==> config.mk <==
export PLATFORM = sky130hd
export DESIGN_NAME = writeback_arbiter
export DESIGN_NICKNAME = d
export VERILOG_FILES = /design/src/rtl/writeback_arbiter_pkg.sv /design/src/rtl/writeback_arbiter_rr.sv /design/src/rtl/writeback_arbiter.sv
export SDC_FILE = /design/constraint.sdc
export NUM_CORES = 1
export LEC_CHECK = 0
export CAP_MARGIN = 20
export CORE_ASPECT_RATIO = 1.1
export CORE_MARGIN = 1
export CORE_UTILIZATION = 34
export DETAILED_ROUTE_END_ITERATION = 8
export PLACE_DENSITY = 0.86
export SLEW_MARGIN = 15
export SYNTH_ARGS = -nofsm -noshare
export SYNTH_HDL_FRONTEND = slang
export SYNTH_HIERARCHICAL = 1
export SYNTH_SLANG_ARGS = --single-unit
==> constraint.sdc <==
create_clock -name clk -period 3.4 [get_ports clk]
set_clock_uncertainty 0.05 [all_clocks]
set_input_delay 0.68 -clock clk [delete_from_list [all_inputs] [get_ports clk]]
set_output_delay 0.68 -clock clk [all_outputs]
set_load 0.005 [all_outputs]
==> src/rtl/writeback_arbiter_pkg.sv <==
// Shared writeback types and small helpers for the execution-unit writeback path.
// Imported by rr_arbiter consumers and by writeback_arbiter.
package cva5_types;

  localparam int WB_MAX_UNITS = 8;
  localparam int ID_W_DEF     = 3;

  typedef logic [ID_W_DEF-1:0] id_t;

  typedef struct packed {
    id_t         id;
    logic [31:0] data;
  } wb_packet_t;

  // Pointer width for an N-entry round-robin; a single entry still needs one bit.
  function automatic int ptr_width(input int n);
    return (n > 1) ? $clog2(n) : 1;
  endfunction

  // Index after idx, wrapping back to lo once the top of the n-entry range is passed.
  function automatic int rr_next(input int idx, input int n, input int lo);
    return (idx + 1 >= n) ? lo : idx + 1;
  endfunction

endpackage

==> src/rtl/writeback_arbiter_rr.sv <==
// Combinational round-robin arbiter: one-hot grant of the first request at or above
// the pointer, wrapping to the lowest request. Shared with the issue logic.
module rr_arbiter #(
  parameter int N     = 4,
  parameter int PTR_W = (N > 1) ? $clog2(N) : 1
) (
  input  logic [N-1:0]     req_i,
  input  logic             en_i,
  input  logic [PTR_W-1:0] ptr_i,
  output logic [N-1:0]     gnt_o
);

  logic [N-1:0] mask;
  logic [N-1:0] req_hi;
  logic [N-1:0] pick;

  // Prefer requests at or above the pointer; fall back to the full vector for the wrap.
  always_comb begin
    mask = '0;
    for (int i = 0; i < N; i++) begin
      mask[i] = (i >= int'(ptr_i));
    end
    req_hi = req_i & mask;
    pick   = (|req_hi) ? req_hi : req_i;
    gnt_o  = en_i ? (pick & (~pick + N'(1))) : '0;
  end

endmodule

==> src/rtl/writeback_arbiter.sv <==
// Writeback arbiter: picks one execution-unit result per cycle into a registered packet.
// Build option CVA5_WB_UNIT0_PRIORITY_EN gives unit 0 fixed priority over the rest.
module writeback_arbiter
  import cva5_types::*;
#(
  parameter int NUM_UNITS = 4,
  parameter int ID_W      = 3,
  parameter int DATA_W    = 32
) (
  input  logic                             clk,
  input  logic                             rst,
  input  logic [NUM_UNITS-1:0]             unit_done,
  input  logic [NUM_UNITS-1:0][ID_W-1:0]   unit_id,
  input  logic [NUM_UNITS-1:0][DATA_W-1:0] unit_rd,
  output logic [NUM_UNITS-1:0]             unit_ack,
  input  logic                             wb_ready,
  output logic                             wb_valid,
  output logic [ID_W-1:0]                  wb_id,
  output logic [DATA_W-1:0]                wb_data
);

  localparam int PTR_W = ptr_width(NUM_UNITS);
`ifdef CVA5_WB_UNIT0_PRIORITY_EN
  localparam int PTR_LO = (NUM_UNITS > 1) ? 1 : 0;
`else
  localparam int PTR_LO = 0;
`endif
  localparam logic [PTR_W-1:0] PTR_RST = PTR_W'(PTR_LO);

  generate
    if (NUM_UNITS < 1 || NUM_UNITS > WB_MAX_UNITS) begin : g_bad_cfg
      $error("writeback_arbiter: NUM_UNITS out of range 1..%0d", WB_MAX_UNITS);
    end
  endgenerate

  logic                 wb_valid_q, wb_valid_d;
  logic [ID_W-1:0]      wb_id_q,    wb_id_d;
  logic [DATA_W-1:0]    wb_data_q,  wb_data_d;
  logic [PTR_W-1:0]     rr_ptr_q,   rr_ptr_d;

  logic                 slot_free;
  logic                 rr_en;
  logic [NUM_UNITS-1:0] rr_req;
  logic [NUM_UNITS-1:0] rr_gnt;
  logic                 granted;
  logic [ID_W-1:0]      sel_id;
  logic [DATA_W-1:0]    sel_data;

  // Reset also gates the grant so no unit believes it was accepted during reset.
  assign slot_free = (~wb_valid_q | wb_ready) & ~rst;

`ifdef CVA5_WB_UNIT0_PRIORITY_EN
  assign rr_req   = unit_done & ~NUM_UNITS'(1);
  assign rr_en    = slot_free & ~unit_done[0];
  assign unit_ack = rr_gnt | NUM_UNITS'(unit_done[0] & slot_free);
`else
  assign rr_req   = unit_done;
  assign rr_en    = slot_free;
  assign unit_ack = rr_gnt;
`endif

  rr_arbiter #(
    .N     (NUM_UNITS),
    .PTR_W (PTR_W)
  ) u_rr (
    .req_i (rr_req),
    .en_i  (rr_en),
    .ptr_i (rr_ptr_q),
    .gnt_o (rr_gnt)
  );

  // Grant is one-hot, so OR-ing the selected lanes forms the mux.
  always_comb begin
    granted  = |unit_ack;
    sel_id   = '0;
    sel_data = '0;
    rr_ptr_d = rr_ptr_q;
    for (int i = 0; i < NUM_UNITS; i++) begin
      if (unit_ack[i]) begin
        sel_id   = sel_id | unit_id[i];
        sel_data = sel_data | unit_rd[i];
`ifdef CVA5_WB_UNIT0_PRIORITY_EN
        if (i != 0) begin
          rr_ptr_d = PTR_W'(rr_next(i, NUM_UNITS, PTR_LO));
        end
`else
        rr_ptr_d = PTR_W'(rr_next(i, NUM_UNITS, PTR_LO));
`endif
      end
    end
  end

  always_comb begin
    wb_valid_d = wb_valid_q;
    wb_id_d    = wb_id_q;
    wb_data_d  = wb_data_q;
    if (granted) begin
      wb_valid_d = 1'b1;
      wb_id_d    = sel_id;
      wb_data_d  = sel_data;
    end else if (wb_ready) begin
      wb_valid_d = 1'b0;
    end
  end

  always_ff @(posedge clk) begin
    if (rst) begin
      wb_valid_q <= 1'b0;
      wb_id_q    <= '0;
      wb_data_q  <= '0;
      rr_ptr_q   <= PTR_RST;
    end else begin
      wb_valid_q <= wb_valid_d;
      wb_id_q    <= wb_id_d;
      wb_data_q  <= wb_data_d;
      rr_ptr_q   <= rr_ptr_d;
    end
  end

  assign wb_valid = wb_valid_q;
  assign wb_id    = wb_id_q;
  assign wb_data  = wb_data_q;

endmodule

==> After elaboration in Yosys (flattened, before gate mapping) <==
Index checks and enable logic that the tools add are counted.
{ "classes": {"n_addsub": 1, "order_cmp": 3, "mux": 15, "bitwise_logic": 13, "n_reduce_logical": 5} }
{ "ops": {"columns": ["operator", "n"], "rows": [
  ["$mux W32", 4],
  ["$or A32 B32 Y32", 3],
  ["$mux W3", 4],
  ["$or A3 B3 Y3", 3],
  ["$and A4 B4 Y4", 2],
  ["$mux W4", 2],
  ["$reduce_or A4 Y1", 2],
  ["$mux W2", 3],
  ["$add A4 B1 Y4 const B", 1],
  ["$ge A1 B2 Y1 const A", 2],
  ["$not A4 Y4", 1],
  ["$reduce_bool A3 Y1", 1],
  ["$ge A2 B2 Y1 const A", 1],
  ["$mux W1", 2],
  ["$not A1 Y1", 2],
  ["$reduce_bool A2 Y1", 1],
  ["$reduce_or A2 Y1", 1],
  ["$and A1 B1 Y1", 1],
  ["$or A1 B1 Y1", 1]
]} }
{ "word_totals": {"reg_bits": 38, "inputBits": 147, "out_inout_bits": 40, "wordCells": 41} }

==> Logic depth before layout (Yosys ltp) <==
{ "depth": {"word_depth": 15, "depth_mapped": 9, "ltp_nobuf": 7} }

==> Hierarchy <==
The synthesis kept the hierarchy.
{ "modules_own_cells": {"columns": ["module", "n_inst", "cells_each", "area_per_inst_um2", "seq_area_each_um2"], "rows": [
  ["writeback_arbiter", 1, 217, 1969.4, 760.7],
  ["rr_arbiter", 1, 18, 117.6, 0.0]
]} }

==> Least setup slack after synthesis <==
OpenSTA, ideal clock, no wires.
{ "synth_timing": {"path_type": "input to register", "startpoint": "in rst", "endpoint": "reg wb_data_q[13], in the netlist wb_data[13]", "setup_ns": 0.091, "arrival_ns": 2.253, "required_time_ns": 3.259, "slack_ns": 1.005, "cell_stages": 8, "path_buffers": 3, "path_cell_list": "clkbuf_1 > a21oi_1 > nand2_1 > a211oi_2 > buf_2 > clkbuf_1 > a22oi_1 > a311oi_1"} }
{ "synth_via": {"word_cells_on_any_way": 11, "classes_between": "mux (5); bitwise (5); reduce/logical (1)"} }
{ "synth_lines": {"columns": ["item", "line", "rtl"], "rows": [
  ["start: declaration", "writeback_arbiter.sv:11", "input logic rst,"],
  ["$not A1 Y1 (*)", "writeback_arbiter.sv:50", "assign slot_free = (~wb_valid_q | wb_ready) & ~rst;"],
  ["$and A1 B1 Y1 (*)", "writeback_arbiter.sv:50", null],
  ["net rr_en", "writeback_arbiter.sv:42", "logic rr_en;"],
  ["$mux W4 (*)", "writeback_arbiter_rr.sv:25", "gnt_o = en_i ? (pick & (~pick + N'(1))) : '0;"],
  ["net unit_ack[1]", "writeback_arbiter.sv:15", "output logic [NUM_UNITS-1:0] unit_ack,"],
  ["$mux W32", "writeback_arbiter.sv:79", "if (unit_ack[i]) begin"],
  ["$or A32 B32 Y32", "writeback_arbiter.sv:81", "sel_data = sel_data | unit_rd[i];"],
  ["$mux W32", "writeback_arbiter.sv:79", null],
  ["$or A32 B32 Y32", "writeback_arbiter.sv:81", null],
  ["$mux W32", "writeback_arbiter.sv:79", null],
  ["end signal: assignment", "writeback_arbiter.sv:115", "wb_data_q <= wb_data_d;"],
  ["end: declaration", "writeback_arbiter.sv:38", "logic [DATA_W-1:0] wb_data_q, wb_data_d;"]
]} }
Mark *: on every way through the listed nets, which the timed path passes. The rest lies on a longest branch.
A chain may end at the register's enable or synchronous reset.

==> Worst setup path in the final report <==
{ "layout_timing": {"startpoint": "in unit_done[3]", "endpoint": "out unit_ack[2]"} }
{ "layout_via": {"elab_chain_cells": 7} }
{ "layout_lines": {"columns": ["item", "line", "rtl"], "rows": [
  ["start: declaration", "writeback_arbiter.sv:12", "input logic [NUM_UNITS-1:0] unit_done,"],
  ["$and A4 B4 Y4 (*)", "writeback_arbiter_rr.sv:23", "req_hi = req_i & mask;"],
  ["$reduce_or A4 Y1 (*)", "writeback_arbiter_rr.sv:24", "pick = (|req_hi) ? req_hi : req_i;"],
  ["$mux W4 (*)", "writeback_arbiter_rr.sv:24", null],
  ["$not A4 Y4", "writeback_arbiter_rr.sv:25", null],
  ["$add A4 B1 Y4", "writeback_arbiter_rr.sv:25", null],
  ["$and A4 B4 Y4 (*)", "writeback_arbiter_rr.sv:25", null],
  ["$mux W4 (*)", "writeback_arbiter_rr.sv:25", null],
  ["end: declaration", "writeback_arbiter.sv:15", null]
]} }
Mark *: on every way between the ends. The rest lies on a longest branch, timed or not.

==> results.json <==
{
  "synth_fp_nets": 382,
  "worst_ep_required_time_ps": 2670,
  "area_share_of_and_or_nand_nor_cells_after_synthesis_pct": 10.43,
  "synthDominantCellAreaShare_pct": 36.45,
  "static-leakage-power_nw": 1.372,
  "hold_viol_final": 0,
  "detailroute.via_count": 2680,
  "final_cells": 489,
  "crit-reg2reg-capture": "wb_data[17]",
  "drive_gt1_share_pct": 7.524,
  "critPathMaxFanout": 5,
  "core_area_um2": 5842,
  "setup.reg_to_reg.worst_slack_ps": 830,
  "portbufs": 186,
  "netlist_area_pre_place_um2": 2087,
  "ff2ff_path_depth": 7,
  "endpoint": "unit_ack[2]",
  "pin_count_of_the_biggest_net_entering_global_routing": 72,
  "post_cts_buffers": 0,
  "ctsResizeCount": 0,
  "maximum_capacitance_violations": 0,
  "number_of_global_route_vias_before_repair": 2779,
  "placed_cells": 481,
  "drt_pass1_iterations": 4,
  "std_cell_rows": 29,
  "grt_antenna_before_repair": 0,
  "worst_slew_pin_slew_ps": 447.3,
  "outcome": "complete, no violations",
  "synth_top_family_by_area": "compound AO/OA/AOI/OAI gates",
  "timing.critical_path.arrival_ps": 2510,
  "fmax_ghz": 0.3090,
  "synthTopCellsByArea": "dfxtp_1 36%, a22oi_1 25%, a311oi_1 12%",
  "wl_per_cell_um": 16.70,
  "synth_compound_area_share_pct": 45.50,
  "first_pass_grt_wire_length_mm": 13.45,
  "cts_buffers": 5,
  "antenna_cells": 0,
  "design.portCount": 187,
  "report.final.slew_viol_count": 0,
  "crit_type": "in2out",
  "area_delta_synth_final_pct": 96.46,
  "crit_start": "unit_done[3]",
  "synth_fa_ha_area_share_pct": 0,
  "cts.reportedPaths.clkPinSlew_ps": 70,
  "synth.yosys.warnings": 6,
  "synth.yosys.seq_area_share_pct": 36.45,
  "worst_r2r_startpoint": "rr_ptr_q[1]",
  "hp-class": "reg2reg",
  "overflow_after_grt": 0,
  "die_width_um": 76.70,
  "synth_largest_area_cell": "dfxtp_1",
  "floorplan.initialDensity_pct": 35.73,
  "end_kind": "output pin",
  "cts_max_path_buffers": 2,
  "place_hpwl_mm": 6.277,
  "drt.antenna.violating_nets": 0,
  "die-height_um": 84.17,
  "cts.sink_count": 38,
  "detail_route.iter0.violations": 142,
  "timing.setup.tns_ps": 0,
  "muxShareOfSynthArea_pct": 0,
  "max_slew_margin_pct": 70.18,
  "grt_setup_unrepaired": "false",
  "place_congestion": 0.8690,
  "holdPathStages": 2,
  "layout.nets": 558,
  "drc_errors": 0,
  "min_period_ps": 3236,
  "groute.usage.overall_pct": 26.33,
  "post_synth_inst_count": 235,
  "worstSkewPairLatency_ps": 290,
  "yosys_register_bits": 38,
  "timing.critical_path.from_type": "primary input",
  "cts_htree_levels": 2,
  "cts_hold_repair.buffers": 0,
  "vias_per_cell": 5.481,
  "pd_cells_nw_per_um2": 361.6,
  "setup_viol": 0,
  "cts_tree": "yes",
  "final_min_period_over_clock_period_pct": 95.18,
  "wl_mm": 8.165,
  "report.power.total_mw": 1.483,
  "syn_area_per_cell_um2": 8.881,
  "cts_root_buffer": "clkbuf_8",
  "synthDistinctLibCells": 25,
  "fp.dieArea_um2": 6456,
  "vdd_ir_drop_max_uv": 227.9,
  "synthXorXnorAreaFrac_pct": 0
}
-- critical path, cell delays in order --
cell	delay, ps
clkdlybuf4s50_1	530
and2b_1	200
a32o_2	280
nor3_4	270
clkdlybuf4s50_1	540
-- through the flow --
| step | utilization (%) | worst slack, ps | hold slack (ps) | cell area [um^2] |
|---|---|---|---|---|
| after floorplan | - | 1005 | 442.0 | 2087 |
| after global placement | 68.62 | 198.1 | 433.2 | 4009 |
| after detailed placement | 68.62 | 116.6 | 442.1 | 4009 |
| after CTS | 70.19 | 171.1 | 449.8 | 4100 |
| after global routing | 70.19 | 80.37 | 476.5 | 4100 |
| final | 70.19 | 163.9 | 445.7 | 4100 |
-- kinds of logic after synthesis --
family | Yosys count
AO/OA/AOI/OAI | 116
buffers and inverters | 31
flip-flops | 38
AND/OR/NAND/NOR | 50
-- Yosys cell counts --
| library cell | count |
|---|---|
| a22oi_1 | 70 |
| a311oi_1 | 29 |
| a311oi_2 | 6 |
| o21ba_2 | 1 |
| nor3_1 | 2 |
| o21ai_1 | 1 |
| buf_6 | 4 |
| buf_4 | 1 |
| a21oi_1 | 5 |
| buf_1 | 4 |
| nand2b_1 | 2 |
| inv_1 | 3 |
| and2_1 | 1 |
| nor3_2 | 2 |
| or4_1 | 1 |
| clkbuf_1 | 12 |
| nand2_1 | 3 |
| a211oi_1 | 1 |
| nor2_1 | 38 |
| a32o_2 | 1 |
| dfxtp_1 | 38 |
| buf_2 | 7 |
| a211oi_2 | 1 |
| o2bb2ai_1 | 1 |
| and2b_1 | 1 |
-- power breakdown --
group | leakage (nW) | internal (mW) | total, mW | switching (mW)
Combinational | 1.01 | 0.372 | 0.611 | 0.239
Sequential | 0.314 | 0.516 | 0.554 | 0.0384
Clock | 0.0482 | 0.164 | 0.317 | 0.154
-- worst min-delay path by stage --
stage	start	end
floorplan	wb_data[4]	wb_data[4]
global placement	wb_data[22]	wb_data[22]
detailed placement	wb_data[20]	wb_data[20]
CTS	wb_data[20]	wb_data[20]
global route	wb_data[24]	wb_data[24]
finish	wb_data[24]	wb_data[24]
-- layer usage --
metal	vias up	wire [um]	GRT usage [%]
li1	1293	-	-
met3	9	617	7.826
met4	0	97	6.993
met2	132	4466	50.97
met1	1246	2984	27.10
met5	-	0	0
-- sequential cells by signal, indices dropped and copies added, names as in the netlist --
name	flops
wb_valid	1
rr_ptr_q	2
wb_data	32
wb_id	3
-- cells in the final DEF (no fill, tap or decap) --
master / count
o21ba_2: 1
nor3_4: 2
nor2_1: 38
o2bb2ai_1: 1
a211oi_4: 1
a32o_2: 1
clkbuf_1: 1
dfxtp_1: 38
and2b_1: 1
o21ai_1: 1
a21oi_1: 5
clkinv_2: 1
a311oi_1: 29
and2_1: 1
a311oi_2: 6
buf_12: 1
clkdlybuf4s50_1: 185
a211oi_1: 1
a22oi_1: 70
or4_2: 1
buf_2: 1
nand2_1: 3
nor3_1: 2
buf_4: 10
clkbuf_8: 6
nand2b_1: 2
inv_1: 3
-- final cells by class --
class	instances	area (um^2)
inverter	3	11.26
fill	470	1742
clock buffer	7	86.33
clock inverter	1	5.005
tap	77	96.34
multi-input combinational	166	1189
timing repair buffer	197	1952
sequential	38	760.7
(Power assumes the default switching activity.)
